===== src/rtl/div_pkg.sv =====
// Shared types and constants for the RV32M divide control slice.
// Holds op encodings, divider latency default and the metadata record.
package div_pkg;

  localparam int DIV_LATENCY = 7;

  localparam logic [1:0] OP_DIV  = 2'b00;
  localparam logic [1:0] OP_DIVU = 2'b01;
  localparam logic [1:0] OP_REM  = 2'b10;
  localparam logic [1:0] OP_REMU = 2'b11;

  localparam logic [31:0] INT_MIN  = 32'h8000_0000;
  localparam logic [31:0] ALL_ONES = 32'hFFFF_FFFF;

  // Per-op metadata travelling beside the divider; tag rides separately
  // since its width is a block parameter.
  typedef struct packed {
    logic        valid;
    logic        is_rem;
    logic        neg_q;
    logic        neg_r;
    logic        dz;
    logic        ovf;
    logic [31:0] rs1;
  } meta_t;

endpackage


===== src/rtl/div_meta_pipe.sv =====
// Metadata shift register aligned with the pipelined divider.
// Ports: clk, rst, flush_i, in_i/in_tag_i (stage 0), out_o/out_tag_o
// (last stage), any_valid_o (OR of all stage valids).
module div_meta_pipe
  import div_pkg::*;
#(
  parameter int DEPTH = 7,
  parameter int TAG_W = 5
) (
  input  logic             clk,
  input  logic             rst,
  input  logic             flush_i,
  input  meta_t            in_i,
  input  logic [TAG_W-1:0] in_tag_i,
  output meta_t            out_o,
  output logic [TAG_W-1:0] out_tag_o,
  output logic             any_valid_o
);

  meta_t            meta_q [DEPTH];
  logic [TAG_W-1:0] tag_q  [DEPTH];

  always_ff @(posedge clk) begin
    if (rst) begin
      for (int i = 0; i < DEPTH; i++) begin
        meta_q[i] <= '0;
        tag_q[i]  <= '0;
      end
    end else begin
      meta_q[0] <= in_i;
      tag_q[0]  <= in_tag_i;
      for (int i = 1; i < DEPTH; i++) begin
        meta_q[i] <= meta_q[i-1];
        tag_q[i]  <= tag_q[i-1];
      end
      // Data keeps moving; only the valids are killed.
      if (flush_i) begin
        for (int i = 0; i < DEPTH; i++) begin
          meta_q[i].valid <= 1'b0;
        end
      end
    end
  end

  always_comb begin
    any_valid_o = 1'b0;
    for (int i = 0; i < DEPTH; i++) begin
      any_valid_o = any_valid_o | meta_q[i].valid;
    end
  end

  assign out_o     = meta_q[DEPTH-1];
  assign out_tag_o = tag_q[DEPTH-1];

endmodule


===== src/rtl/rv32m_div_ctrl.sv =====
// Sign front/back-end for RV32M DIV/DIVU/REM/REMU around an unsigned divider.
// Ports: clk, rst, i_valid/i_op/i_rs1/i_rs2/i_tag/i_flush issue side;
// o_div_dividend/o_div_divisor and i_div_quotient/i_div_remainder divider
// side; o_valid/o_result/o_tag writeback; o_busy hazard hint.
// Macro DIV_RESULT_REG_EN registers the writeback outputs (+1 latency).
module rv32m_div_ctrl #(
  parameter int DIV_LATENCY = div_pkg::DIV_LATENCY,
  parameter int TAG_W       = 5
) (
  input  logic             clk,
  input  logic             rst,
  input  logic             i_valid,
  input  logic [1:0]       i_op,
  input  logic [31:0]      i_rs1,
  input  logic [31:0]      i_rs2,
  input  logic [TAG_W-1:0] i_tag,
  input  logic             i_flush,
  output logic [31:0]      o_div_dividend,
  output logic [31:0]      o_div_divisor,
  input  logic [31:0]      i_div_quotient,
  input  logic [31:0]      i_div_remainder,
  output logic             o_valid,
  output logic [31:0]      o_result,
  output logic [TAG_W-1:0] o_tag,
  output logic             o_busy
);

  import div_pkg::*;

  logic is_sgn;
  logic a_neg;
  logic b_neg;
  meta_t            meta_in;
  meta_t            meta_out;
  logic [TAG_W-1:0] tag_out;
  logic             pipe_busy;
  logic [31:0]      quo;
  logic [31:0]      rem;
  logic [31:0]      res;

  assign is_sgn = ~i_op[0];
  assign a_neg  = is_sgn & i_rs1[31];
  assign b_neg  = is_sgn & i_rs2[31];

  // INT_MIN negates to itself, which is already its unsigned magnitude.
  assign o_div_dividend = a_neg ? (~i_rs1 + 32'd1) : i_rs1;
  assign o_div_divisor  = b_neg ? (~i_rs2 + 32'd1) : i_rs2;

  always_comb begin
    meta_in        = '0;
    meta_in.valid  = i_valid & ~i_flush;
    meta_in.is_rem = i_op[1];
    meta_in.neg_q  = a_neg ^ b_neg;
    meta_in.neg_r  = a_neg;
    meta_in.dz     = (i_rs2 == 32'd0);
    meta_in.ovf    = is_sgn & (i_rs1 == INT_MIN)
                   & (i_rs2 == ALL_ONES);
    meta_in.rs1    = i_rs1;
  end

  div_meta_pipe #(
    .DEPTH (DIV_LATENCY),
    .TAG_W (TAG_W)
  ) u_meta (
    .clk         (clk),
    .rst         (rst),
    .flush_i     (i_flush),
    .in_i        (meta_in),
    .in_tag_i    (i_tag),
    .out_o       (meta_out),
    .out_tag_o   (tag_out),
    .any_valid_o (pipe_busy)
  );

  always_comb begin
    quo = i_div_quotient;
    rem = i_div_remainder;
    if (meta_out.dz) begin
      quo = ALL_ONES;
      rem = meta_out.rs1;
    end else if (meta_out.ovf) begin
      quo = INT_MIN;
      rem = 32'd0;
    end else begin
      if (meta_out.neg_q) quo = ~i_div_quotient + 32'd1;
      if (meta_out.neg_r) rem = ~i_div_remainder + 32'd1;
    end
    res = meta_out.is_rem ? rem : quo;
  end

`ifdef DIV_RESULT_REG_EN
  logic             valid_q;
  logic [31:0]      result_q;
  logic [TAG_W-1:0] tag_q;

  always_ff @(posedge clk) begin
    if (rst || i_flush) begin
      valid_q  <= 1'b0;
      result_q <= '0;
      tag_q    <= '0;
    end else begin
      valid_q  <= meta_out.valid;
      result_q <= meta_out.valid ? res : '0;
      tag_q    <= meta_out.valid ? tag_out : '0;
    end
  end

  assign o_valid  = valid_q;
  assign o_result = result_q;
  assign o_tag    = tag_q;
  assign o_busy   = pipe_busy | valid_q;
`else
  assign o_valid  = meta_out.valid;
  assign o_result = meta_out.valid ? res : '0;
  assign o_tag    = meta_out.valid ? tag_out : '0;
  assign o_busy   = pipe_busy;
`endif

endmodule


===== config.mk =====
export PLATFORM = sky130hd
export DESIGN_NAME = rv32m_div_ctrl
export DESIGN_NICKNAME = d
export VERILOG_FILES = /design/src/rtl/div_pkg.sv /design/src/rtl/div_meta_pipe.sv /design/src/rtl/rv32m_div_ctrl.sv
export SDC_FILE = /design/constraint.sdc
export NUM_CORES = 1
export LEC_CHECK = 0
export ABC_AREA = 1
export CORE_ASPECT_RATIO = 1.25
export CORE_MARGIN = 2
export CORE_UTILIZATION = 40
export CTS_BUF_LIST = sky130_fd_sc_hd__clkbuf_4
export DETAILED_ROUTE_END_ITERATION = 8
export PLACE_DENSITY = 0.65
export SYNTH_ARGS = -nofsm -noshare
export SYNTH_HDL_FRONTEND = slang
export SYNTH_SLANG_ARGS = --single-unit

===== constraint.sdc =====
create_clock -name clk -period 1.9 [get_ports clk]
set_clock_uncertainty 0.05 [all_clocks]
set_input_delay 0.38 -clock clk [delete_from_list [all_inputs] [get_ports clk]]
set_output_delay 0.38 -clock clk [all_outputs]
set_load 0.05 [all_outputs]

==> results.txt, run 1 <==
----------------------------------------------------
[Status]
  Outcome ... finished, violations left
  Violated checks ... negative setup slack

[Pwr]
  Ratio of total power to cell area ... 598.1 nW/um^2
  Peak VDD IR ... 415.4 uV
  Net switching power ... 4.716 mW
  Total power of the final layout ... 16.28 mW
  Combinational share of power ... 26.7%
  Reported leakage power ... 12.37 nW
  Fraction of power consumed by the clock network ... 27.9%
  Switching power share of the total ... 28.97%
  Register share of total power ... 45.4%
  Cell internal pwr ... 11.56 mW

[Synthesis]
  Synth warnings ... 0
  Asr flop ratio synth ... 0%
  FF+latch count, synth ... 301
  Dominant cells by area after synthesis ... sky130_fd_sc_hd__edfxtp_1, sky130_fd_sc_hd__dfxtp_1, sky130_fd_sc_hd__nor2_1
  Post-synth EDFFs ... 189
  Proportion of synthesized chip area in sequential cells ... 53.15%
  Post-Syn Area ... 14900 sq um
  Synth top area share ... 38.10%
  Most used standard cells in the synthesized netlist ... sky130_fd_sc_hd__nor2_1, sky130_fd_sc_hd__inv_1, sky130_fd_sc_hd__nand2_1
  Syn Area/Cell ... 7.919 sq um
  Cells after Synth ... 1881
  Number of unique standard cell types used by synthesis ... 42
  Most common cell in the netlist ... sky130_fd_sc_hd__nor2_1
  Largest area contributor in the synthesized netlist ... sky130_fd_sc_hd__edfxtp_1
  Main synth FF type ... sky130_fd_sc_hd__edfxtp_1

[STA]
  Min Clock Period, post-route ... 2658 ps
  Worst setup slack after layout ... -758.3 ps
  Final hold viol count ... 0
  Number of pins with negative max-slew slack in the final report ... 0
  RSZ-0062 raised after global routing ... yes
  Max-slew headroom ... 57.62%
  Timing-limited maximum frequency ... 376.2 MHz
  Final-report setup violation count ... 98
  Final Cycle Share ... 139.9%
  Worst Tran Pin Value ... 629.9 ps
  Sum Neg Setup Slack ... -36730 ps

[Routing]
  Post-DR wirelength/cell ... 14.93 um
  Final antenna-violating net count ... 0
  Routed wire length ... 49090 um
  Iter 0 DRT Violations ... 629
  TritonRoute pass-1 iters ... 5
  Routed via count ... 14830
  DRC violations left ... 0
  Via-to-Cell Ratio ... 4.510

[Worst setup path]
  Slowest-stage cell, CP ... sky130_fd_sc_hd__dfxtp_2
  Max Fanout on Critical Path ... 10
  Startpoint kind of the worst setup timing path ... flop
  Total number of cells along the worst setup path ... 8
  Critical path required time ... 1470 ps
  Type of element capturing the critical path ... output pin
  Kind of critical path ... reg -> out
  Buffers plus inverters on the worst setup path ... 3
  Gate family responsible for the most delay along the worst path ... simple AND/OR/NAND/NOR gates
  Data arrival at the endpoint of the critical path ... 2230 ps
  Cells traversed along the worst timing path ... nor2_4 -> inv_4 -> a21oi_1 -> o21ai_0 -> buf_4 -> a21oi_2 -> and2_2 -> buf_12
  Critical path's largest stage delay ... 340 ps
  Number of cells on the worst reg-to-reg path ... 2

[Placement]
  Post-placement setup slack ... -1061 ps
  Total instance count after detailed placement ... 3057
  Gpl congestion ... 0.9408
  Buffers on Ports ... 241
  Placed wire-length estimate ... 32350 um

[Layout]
  Total number of nets in the final design ... 2890
  Final non-filler cell total ... 3288
  Share of post-route cells with drive strength above 1 ... 42.67%
  Layout Area Growth over Synthesis ... 82.71%
  Number of fillers in the final layout ... 2604

[Global route]
  Global-route wire length before repair ... 71550 um
  Aggregate global routing overflow ... 0
  Number of antenna violations at the first check in global routing ... 6
  Largest net degree at the start of global routing ... 69
  Vias in the first global route ... 14800
  Combined global-route utilization of all metal layers ... 23.41%

[Clocking]
  Clock root buffer master ... sky130_fd_sc_hd__clkbuf_4
  Total CTS buffers ... 60
  Latest clock arrival within the worst-skew pair ... 690 ps
  Worst-path clk slew ... 70 ps
  Clock tree from TritonCTS ... built
  Buffers from clock root to sink, at most ... 3
  Count of clock tree sinks ... 301
  Max H-tree Level ... 2

[Floorplan]
  Height of the die ... 219.8 um
  Core Box Area ... 36970 sq um
  Number of top-level pins ... 242
  Placement row count ... 79
  Die extent in x ... 176.6 um
  Starting density of the core ... 40.29%
  Area enclosed by the die boundary ... 38810 sq um

[Run]
  Number of max-capacitance violations reported ... 0

[Min path]
  Tightest Hold Check Type ... in -> reg
  Hold path cells ... 4

----------------------------------------------------
-- cell type report --
| cell class | instances | area [sq um] | share of cell area [%] |
|---|---|---|---|
| Tap cell | 486 | 608.1 | 2.234 |
| Multi-Input combinational cell | 1302 | 8962 | 32.93 |
| Timing Repair Buffer | 681 | 7263 | 26.69 |
| Inverter | 400 | 1645 | 6.046 |
| Sequential cell | 301 | 7934 | 29.15 |
| Clock inverter | 23 | 118.9 | 0.4368 |
| Antenna cell | 6 | 15.01 | 0.05517 |
| Clock buffer | 89 | 668.1 | 2.455 |
-- registers in the layout (all words and copies together), names as in the netlist --
signal and flops:
u_meta.meta_q 266, u_meta.tag_q 35
-- worst register-to-register path, stage by stage (launching register included) --
cell and delay, ps:
sky130_fd_sc_hd__edfxtp_1 440, sky130_fd_sc_hd__inv_1 80, sky130_fd_sc_hd__nor2_1 40
-- cell families after synthesis --
family / Yosys count / share of synthesized area, %
AOI/OAI and AO/OA: 160 / 5.796
adders and majority gates: 5 / 0.4200
xor gates and xnor gates: 66 / 3.881
other: 1 / 0.02518
buffers and inverters: 466 / 12.04
and+or+nand+nor: 882 / 24.69
DFF: 301 / 53.15
-- worst paths after layout --
check,startpoint,end,slack (ps)
setup / recovery,u_meta.meta_q[6][32],o_result[15],-760
setup reg to reg,u_meta.meta_q[1][37],u_meta.meta_q[2][37],1050
hold reg to reg,u_meta.meta_q[5][33],u_meta.meta_q[6][33],350
hold / removal,i_rs1[5],u_meta.meta_q[0][5],70
-- placed cells by master (no fill, tap or decap), types with 17 or more instances in the layout --
cell / Yosys / layout
sky130_fd_sc_hd__nand2_1: 246 / 150
sky130_fd_sc_hd__buf_6: 0 / 100
sky130_fd_sc_hd__edfxtp_1: 189 / 189
sky130_fd_sc_hd__dlygate4sd2_1: 0 / 53
sky130_fd_sc_hd__nor2_2: 15 / 60
sky130_fd_sc_hd__inv_1: 390 / 339
sky130_fd_sc_hd__nor2_1: 465 / 349
sky130_fd_sc_hd__buf_12: 0 / 120
sky130_fd_sc_hd__clkbuf_4: 0 / 89
sky130_fd_sc_hd__conb_1: 1 / 189
sky130_fd_sc_hd__xor2_4: 0 / 32
sky130_fd_sc_hd__nor2_4: 3 / 74
sky130_fd_sc_hd__buf_4: 4 / 324
sky130_fd_sc_hd__clkdlybuf4s50_1: 0 / 26
sky130_fd_sc_hd__nand3_1: 79 / 41
sky130_fd_sc_hd__nand2_4: 1 / 40
sky130_fd_sc_hd__dfxtp_1: 112 / 107
sky130_fd_sc_hd__nand4_1: 29 / 29
sky130_fd_sc_hd__inv_2: 9 / 37
sky130_fd_sc_hd__o21ai_2: 2 / 30
sky130_fd_sc_hd__o21ai_4: 0 / 20
sky130_fd_sc_hd__a21oi_1: 60 / 38
sky130_fd_sc_hd__o21ai_1: 31 / 22
sky130_fd_sc_hd__buf_2: 23 / 17
sky130_fd_sc_hd__nand3_2: 5 / 27
sky130_fd_sc_hd__nand2_2: 9 / 62
-- stage by stage --
| stage | area, sq um | utilization (%) | hold slack (ps) |
|---|---|---|---|
| 2_1_floorplan | 17020 | - | 338.3 |
| 3_3_place_gp | 23320 | 63.08 | 339.3 |
| 3_5_place_dp | 23320 | 63.08 | 341.6 |
| 4_1_cts | 26270 | 71.06 | 22.36 |
| 5_1_grt | 27210 | 73.60 | 44.97 |
| 6_report | 27210 | 73.62 | 73.46 |
-- what timing repair did --
| action | 4_1_cts | 5_1_grt |
|---|---|---|
| pin swaps | 213 | 191 |
| endpoints found under the setup margin | 101 | 99 |
| endpoints found under the hold margin | 1 | 0 |
| buffers inserted | 89 | 53 |
| gates cloned | 3 | 0 |
| hold buffers | 1 | 0 |
| gates resized for setup | 693 | 224 |
-- routing by layer --
layer  wire length [um]  track usage (%)
met2              25990            43.93
met1              17760            24.45
met5                  0                0
met3               2753            4.658
met4               2577            12.34
-- power groups by stage --
stage	clock network (mW)	logic, mW	registers, mW
5_1_grt	5.02	4.60	7.43
3_5_place_dp	0	3.67	7.55
6_report	4.53	4.35	7.40
2_1_floorplan	0	1.79	7.52
3_3_place_gp	0	3.64	7.53
4_1_cts	4.72	4.05	7.40
Note: power is estimated with default switching activity, not from simulation.
==> run 2, diff against run 1 <==
--- a/config.mk
+++ b/config.mk
@@ -6,12 +6,11 @@
 export NUM_CORES = 1
 export LEC_CHECK = 0
 export ABC_AREA = 1
-export CORE_ASPECT_RATIO = 1.25
 export CORE_MARGIN = 2
 export CORE_UTILIZATION = 40
 export CTS_BUF_LIST = sky130_fd_sc_hd__clkbuf_4
 export DETAILED_ROUTE_END_ITERATION = 8
-export PLACE_DENSITY = 0.65
+export SLEW_MARGIN = 20
 export SYNTH_ARGS = -nofsm -noshare
 export SYNTH_HDL_FRONTEND = slang
 export SYNTH_SLANG_ARGS = --single-unit
==> constraint.sdc (replaced) <==
create_clock -name clk -period 2.6 [get_ports clk]
set_clock_uncertainty 0.05 [all_clocks]
set_input_delay 0.52 -clock clk [delete_from_list [all_inputs] [get_ports clk]]
set_output_delay 0.52 -clock clk [all_outputs]
set_load 0.05 [all_outputs]
==> run 2 against run 1 <==
Net effect:
- the run still ends with negative setup slack left
- sequential share of layout area grew 2.8 points
- critical path type unchanged
- clock power down 17%
- combinational power is 37% lower
- sequential power decreased by 27%
- total power down 27%
- flip-flop and latch count unchanged
- final area fell by 8.7%
- register-to-register slack better by 750 ps
==> results.txt, run 2 (synthesized netlist as in run 1, its figures left out) <==
----------------------------------------------------
[Worst setup path]
  Slowest-stage cell, CP ... sky130_fd_sc_hd__dfxtp_4
  Type of element capturing the critical path ... output pin
  Kind of critical path ... reg -> out
  Cells traversed along the worst timing path ... buf_12 -> buf_8 -> buf_6 -> nand2_4 -> nand3_2 -> nand2_1 -> o21ai_2 -> nand2_1 -> a21oi_2 -> buf_12
  Max Fanout on Critical Path ... 6 (-4)
  Startpoint kind of the worst setup timing path ... flop
  Critical path required time ... 2030 ps (+560 ps)
  Critical path's largest stage delay ... 360 ps (+20 ps)
  Data arrival at the endpoint of the critical path ... 2210 ps (-20 ps)

[Pwr]
  Total power of the final layout ... 11.95 mW (-27%)
  Cell internal pwr ... 8.662 mW (-25%)
  Combinational share of power ... 23.1% (-3.6 points)
  Switching power share of the total ... 27.50% (-1.5 points)
  Fraction of power consumed by the clock network ... 31.6% (+3.7 points)
  Net switching power ... 3.286 mW (-30%)
  Ratio of total power to cell area ... 480.8 nW/um^2 (-20%)
  Register share of total power ... 45.3% (about the same)
  Reported leakage power ... 11.63 nW (-6.0%)
  Peak VDD IR ... 240.1 uV (-42%)

[Floorplan]
  Placement row count ... 70 (-11%)
  Die extent in x ... 197.0 um (+12%)
  Core Box Area ... 36610 sq um (-0.97%)
  Area enclosed by the die boundary ... 38800 sq um (about the same)
  Starting density of the core ... 40.69% (+0.39 points)
  Number of top-level pins ... 242 (unchanged)
  Height of the die ... 197.0 um (-10%)

[Placement]
  Total instance count after detailed placement ... 2961 (-3.1%)
  Post-placement setup slack ... -591.1 ps (+470.2 ps)
  Placed instance area ... 21250 sq um (-8.9%)
  Gpl congestion ... 0.9446 (+0.40%)
  Placed wire-length estimate ... 31730 um (-1.9%)
  Buffers on Ports ... 241 (unchanged)

[Clocking]
  Clock tree from TritonCTS ... built
  Latest clock arrival within the worst-skew pair ... 660 ps (-30 ps)
  Max H-tree Level ... 3 (+1)
  Count of clock tree sinks ... 301 (unchanged)
  Hold-fix buffers at CTS ... 0 (-1)
  Buffers from clock root to sink, at most ... 3 (unchanged)
  Total CTS buffers ... 72 (+20%)
  Worst-path clk slew ... 60 ps (about the same)
  Clock root buffer master ... sky130_fd_sc_hd__clkbuf_4

[Layout]
  Total number of nets in the final design ... 2806 (-2.9%)
  Commonest cells after routing, fill and taps aside ... sky130_fd_sc_hd__nor2_1, sky130_fd_sc_hd__inv_1, sky130_fd_sc_hd__buf_4, sky130_fd_sc_hd__edfxtp_1, sky130_fd_sc_hd__conb_1
  Number of fillers in the final layout ... 3028 (+16%)
  Largest register FFs ... 266 (unchanged)
  Largest register by flop count ... u_meta.meta_q
  Commonest non-fill, non-tap cell in the layout ... sky130_fd_sc_hd__nor2_1
  Share of post-route cells with drive strength above 1 ... 37.50% (-5.2 points)
  Layout Area Growth over Synthesis ... 66.85%
  Summed area of non-filler cells in the final layout ... 24850 sq um (-8.7%)
  Registers with the most flip-flops ... u_meta.meta_q x266, u_meta.tag_q x35
  Final non-filler cell total ... 3185 (-3.1%)
  Final Core Density ... 67.88% (-5.7 points)

[Min path]
  Tightest Hold Check Type ... in -> reg

[Routing]
  Iter 0 DRT Violations ... 523 (-17%)
  Final antenna-violating net count ... 0 (unchanged)
  Routed wire length ... 43880 um (-11%)
  TritonRoute pass-1 iters ... 5 (unchanged)
  Post-DR wirelength/cell ... 13.78 um (-7.7%)
  DRC violations left ... 0 (unchanged)
  Routed via count ... 14040 (-5.3%)
  Via-to-Cell Ratio ... 4.408 (-2.3%)

[Global route]
  Combined global-route utilization of all metal layers ... 22.52% (-0.90 points)
  Vias in the first global route ... 14300 (-3.4%)
  Largest net degree at the start of global routing ... 77 (+12%)
  Number of antenna violations at the first check in global routing ... 3 (-3)
  Aggregate global routing overflow ... 0 (unchanged)
  Global-route wire length before repair ... 68920 um (-3.7%)

[Run]
  Number of max-capacitance violations reported ... 0 (unchanged)

[STA]
  Hold Worst Slack ... 260.3 ps (+186.8 ps)
  Final hold viol count ... 0 (unchanged)
  Number of pins with negative max-slew slack in the final report ... 0 (unchanged)
  Worst setup slack after layout ... -179.0 ps (+579.3 ps)
  Min Clock Period, post-route ... 2779 ps
  Final-report setup violation count ... 29 (-70%)
  Final Cycle Share ... 106.9%
  Sum Neg Setup Slack ... -3106 ps (+33620 ps)
  Timing-limited maximum frequency ... 359.8 MHz
  RSZ-0062 raised after global routing ... yes

[Status]
  Violated checks ... negative setup slack
  Outcome ... finished, violations left

----------------------------------------------------
run 2: layout make-up:
cell class              instances  area (sq um)  area share [%]
diodes                          2         5.005         0.02014
clock buffers                 107         803.3           3.232
clock inverters                20         137.6          0.5538
inverters                     400          1538           6.187
multi-input cells            1302          7667           30.85
flip-flops and latches        301          7936           31.93
well taps                     468         585.6           2.356
repair buffers                585          6180           24.87
run 2: final timing paths:
check,start,endpoint,slack [ps],cells past startpoint
worst max-delay path,u_meta.meta_q[6][34],o_result[23],-180,10
worst min-delay path,rst,u_meta.tag_q[6][4],260,2
worst max register to register,u_meta.meta_q[3][32],u_meta.meta_q[4][32],1800,2
worst min register to register,u_meta.meta_q[5][3],u_meta.meta_q[6][3],340,2
run 2: worst max-delay path, delay by kind of cell (launching register included):
family | cells | cell delay, ps
simple gates | 4 | 280
buf+inv | 4 | 580
flops | 1 | 360
compound gates | 2 | 360
run 2: power groups by stage:
stage	Clock [mW]	Sequential, mW	Combinational [mW]
floorplan	0	5.50	1.13
global placement	0	5.51	2.38
detailed placement	0	5.52	2.38
CTS	3.97	5.41	2.63
global route	4.18	5.43	2.96
finish	3.78	5.41	2.76
run 2: timing repair:
item | in CTS | in global routing
cloned | 9 | 2
endpoints found under the setup margin | 88 | 83
buffers inserted | 54 | 33
resized for setup | 580 | 212
pin swaps | 183 | 127
run 2: per-layer routing:
| layer | vias to the layer above | GRT usage [%] | part of all wire, % |
|---|---|---|---|
| li1 | 7209 | - | - |
| met1 | 6342 | 25.71 | 40 |
| met2 | 399 | 38.10 | 48 |
| met3 | 86 | 6.485 | 7.5 |
| met4 | 2 | 12.34 | 4.4 |
| met5 | - | 0 | 0.025 |
==> run 3, diff against run 2 <==
--- a/config.mk
+++ b/config.mk
@@ -9,6 +9,7 @@
 export CORE_MARGIN = 2
 export CORE_UTILIZATION = 40
 export CTS_BUF_LIST = sky130_fd_sc_hd__clkbuf_4
+export CTS_CLUSTER_DIAMETER = 150
 export DETAILED_ROUTE_END_ITERATION = 8
 export SLEW_MARGIN = 20
 export SYNTH_ARGS = -nofsm -noshare
==> constraint.sdc (replaced) <==
create_clock -name clk -period 2.6 [get_ports clk]
set_clock_uncertainty 0.05 [all_clocks]
set_input_delay 0.52 -clock clk [delete_from_list [all_inputs] [get_ports clk]]
set_output_delay 0.52 -clock clk [all_outputs]
set_load 0.02 [all_outputs]
==> run 3 against run 2 <==
Net effect:
- the flow still finishes with violations (negative setup slack)
- die area is the same
- first-iteration DRC count shrank 1.9%
- critical endpoint is now o_result[26]
- core utilization shrank 2.8 points
- via count grew 0.76%
- highest routed layer unchanged
==> results.txt, run 3 (synthesized netlist as in run 1, its figures left out) <==
----------------------------------------------------
[Status]
  Outcome ... finished, violations left
  Violated checks ... negative setup slack

[Floorplan]
  Starting density of the core ... 40.69% (unchanged)
  Die extent in x ... 197.0 um (unchanged)
  Area enclosed by the die boundary ... 38800 sq um (unchanged)
  Number of top-level pins ... 242 (unchanged)
  Placement row count ... 70 (unchanged)
  Height of the die ... 197.0 um (unchanged)
  Core Box Area ... 36610 sq um (unchanged)

[Routing]
  Iter 0 DRT Violations ... 513 (-1.9%)
  Final antenna-violating net count ... 0 (unchanged)
  Routed wire length ... 43300 um (-1.3%)
  Via-to-Cell Ratio ... 4.390 (-0.39%)
  DRC violations left ... 0 (unchanged)
  Routed via count ... 14150 (+0.76%)
  Post-DR wirelength/cell ... 13.44 um (-2.5%)
  TritonRoute pass-1 iters ... 5 (unchanged)

[STA]
  Timing-limited maximum frequency ... 353.1 MHz (-1.9%)
  Worst setup slack after layout ... -232.4 ps (-53.38 ps)
  Number of pins with negative max-slew slack in the final report ... 0 (unchanged)
  Final Cycle Share ... 108.9% (+2.1 points)
  Final hold viol count ... 0 (unchanged)
  Hold Worst Slack ... 233.8 ps (-26.52 ps)
  Sum Neg Setup Slack ... -3539 ps (-432.9 ps)
  RSZ-0062 raised after global routing ... yes
  Final-report setup violation count ... 31 (+6.9%)
  Min Clock Period, post-route ... 2832 ps (+53.38 ps)

[Layout]
  Registers with the most flip-flops ... u_meta.meta_q x266, u_meta.tag_q x35
  Layout Area Growth over Synthesis ... 59.90%
  Final Core Density ... 65.06% (-2.8 points)
  Commonest cells after routing, fill and taps aside ... sky130_fd_sc_hd__nor2_1, sky130_fd_sc_hd__inv_1, sky130_fd_sc_hd__buf_4, sky130_fd_sc_hd__edfxtp_1, sky130_fd_sc_hd__conb_1
  Summed area of non-filler cells in the final layout ... 23820 sq um (-4.2%)
  Number of fillers in the final layout ... 3184 (+5.2%)
  Largest register FFs ... 266 (unchanged)
  Commonest non-fill, non-tap cell in the layout ... sky130_fd_sc_hd__nor2_1
  Total number of nets in the final design ... 2846 (+1.4%)
  Largest register by flop count ... u_meta.meta_q
  Share of post-route cells with drive strength above 1 ... 36.08% (-1.4 points)

[Worst setup path]
  Worst reg-to-reg setup slack ... 1790 ps (about the same)
  Buffers plus inverters on the worst setup path ... 5 (+1)
  Critical R2R Launch ... u_meta.meta_q[1][37]
  Critical path's largest stage delay ... 270 ps (-90 ps)
  Gate family responsible for the most delay along the worst path ... simple AND/OR/NAND/NOR gates
  Startpoint kind of the worst setup timing path ... input pin
  Number of cells on the worst reg-to-reg path ... 2 (unchanged)
  Most common cell on crit path ... sky130_fd_sc_hd__nand2_1
  Critical path required time ... 2030 ps (about the same)
  Reg-to-reg critical path endpoint ... u_meta.meta_q[2][37]
  Data arrival at the endpoint of the critical path ... 2260 ps (+50 ps)
  Cells traversed along the worst timing path ... dlygate4sd2_1 -> buf_6 -> nor2_4 -> inv_1 -> nor2_2 -> nand4_1 -> nand2_4 -> buf_6 -> nand2_1 -> nand2_1 -> nand3_1 -> nand2_1 -> nand2_1 -> nor2_1 -> buf_4
  Type of element capturing the critical path ... output pin
  Slowest-stage cell, CP ... sky130_fd_sc_hd__dlygate4sd2_1
  Source of the critical timing path ... i_div_remainder[13]
  Max Fanout on Critical Path ... 3 (-3)
  Kind of critical path ... in -> out

[Global route]
  Global-route wire length before repair ... 67230 um (-2.5%)
  Combined global-route utilization of all metal layers ... 21.87% (-0.64 points)
  Aggregate global routing overflow ... 0 (unchanged)
  Vias in the first global route ... 14120 (-1.2%)
  Number of antenna violations at the first check in global routing ... 3 (unchanged)
  Largest net degree at the start of global routing ... 72 (-6.5%)

[Clocking]
  Buffers from clock root to sink, at most ... 3 (unchanged)
  Max H-tree Level ... 3 (unchanged)
  Hold-fix buffers at CTS ... 0 (unchanged)
  Total CTS buffers ... 70 (-2.8%)
  Clock tree from TritonCTS ... built
  Count of clock tree sinks ... 301 (unchanged)
  Worst-path clk slew ... 60 ps (about the same)
  Clock root buffer master ... sky130_fd_sc_hd__clkbuf_4
  Latest clock arrival within the worst-skew pair ... 650 ps (about the same)

[Run]
  Number of max-capacitance violations reported ... 0 (unchanged)

[Min path]
  Min-Delay Endpoint ... u_meta.meta_q[6][35]
  Worst hold path startpoint ... rst
  Tightest Hold Check Type ... in -> reg
  Hold path cells ... 2 (unchanged)

[Placement]
  Buffers on Ports ... 241 (unchanged)
  Post-placement setup slack ... -1025 ps (-433.8 ps)
  Gpl congestion ... 0.9431 (-0.16%)
  Placed wire-length estimate ... 31600 um (-0.42%)
  Placed instance area ... 20640 sq um (-2.9%)

[Pwr]
  Reported leakage power ... 11.52 nW (-0.96%)
  Peak VDD IR ... 429.4 uV (+79%)
  Ratio of total power to cell area ... 479.5 nW/um^2 (-0.25%)

----------------------------------------------------
-- run 3: cell count changes in the layout (fill, tap and decap cells not counted), sizes merged, moves of 5 or more --
cell,change
dlygate4sd2,+11
dlymetal6s2s,+5
clkdlybuf4s50,+6
clkdlybuf4s15,+5
buf,+13
clkbuf,+8
-- run 3: what timing repair did --
action,4_1_cts,5_1_grt
endpoints found under the hold margin,0,0
gates cloned,3,2
setup buffers,58,37
resized for setup,862,294
pin swaps,128,140
endpoints found under the setup margin,100,94
-- run 3: area by class of cell --
cell class	count	area (sq um)	area share [%]
Sequential cell	301	7926	33.28
Tap cell	468	585.6	2.459
Clock inverter	13	141.4	0.5936
Multi-Input combinational cell	1302	7361	30.90
Inverter	400	1538	6.456
Timing Repair Buffer	627	5443	22.85
Antenna cell	2	5.005	0.02101
Clock buffer	109	818.3	3.436
-- run 3: metrics by stage --
stage	power, mW	instances
6_report	11.42	3222
5_1_grt	12.05	3222
4_1_cts	11.46	3184
3_5_place_dp	7.378	3003
3_3_place_gp	7.370	3003
2_1_floorplan	6.348	2069
-- run 3: report_power, final --
| group | internal [mW] | switching, mW |
|---|---|---|
| sequential | 5.35 | 0.0626 |
| combinational | 0.943 | 1.18 |
| clock | 2.21 | 1.68 |
-- run 3: worst max path at each step --
| stage | endpoint | depth (start not counted) |
|---|---|---|
| 6_report | o_result[26] | 15 |
| 5_1_grt | o_result[26] | 15 |
| 4_1_cts | o_result[21] | 12 |
| 3_5_place_dp | o_result[7] | 11 |
| 3_3_place_gp | o_result[7] | 11 |
| 2_1_floorplan | o_result[26] | 12 |
-- run 3: layer usage --
metal,track usage [%],routed length [um],vias to the layer above
met3,4.791,2731,97
li1,-,-,7273
met4,9.858,1650,2
met5,0,14,-
met1,26.10,18290,6354
met2,37.82,20610,419
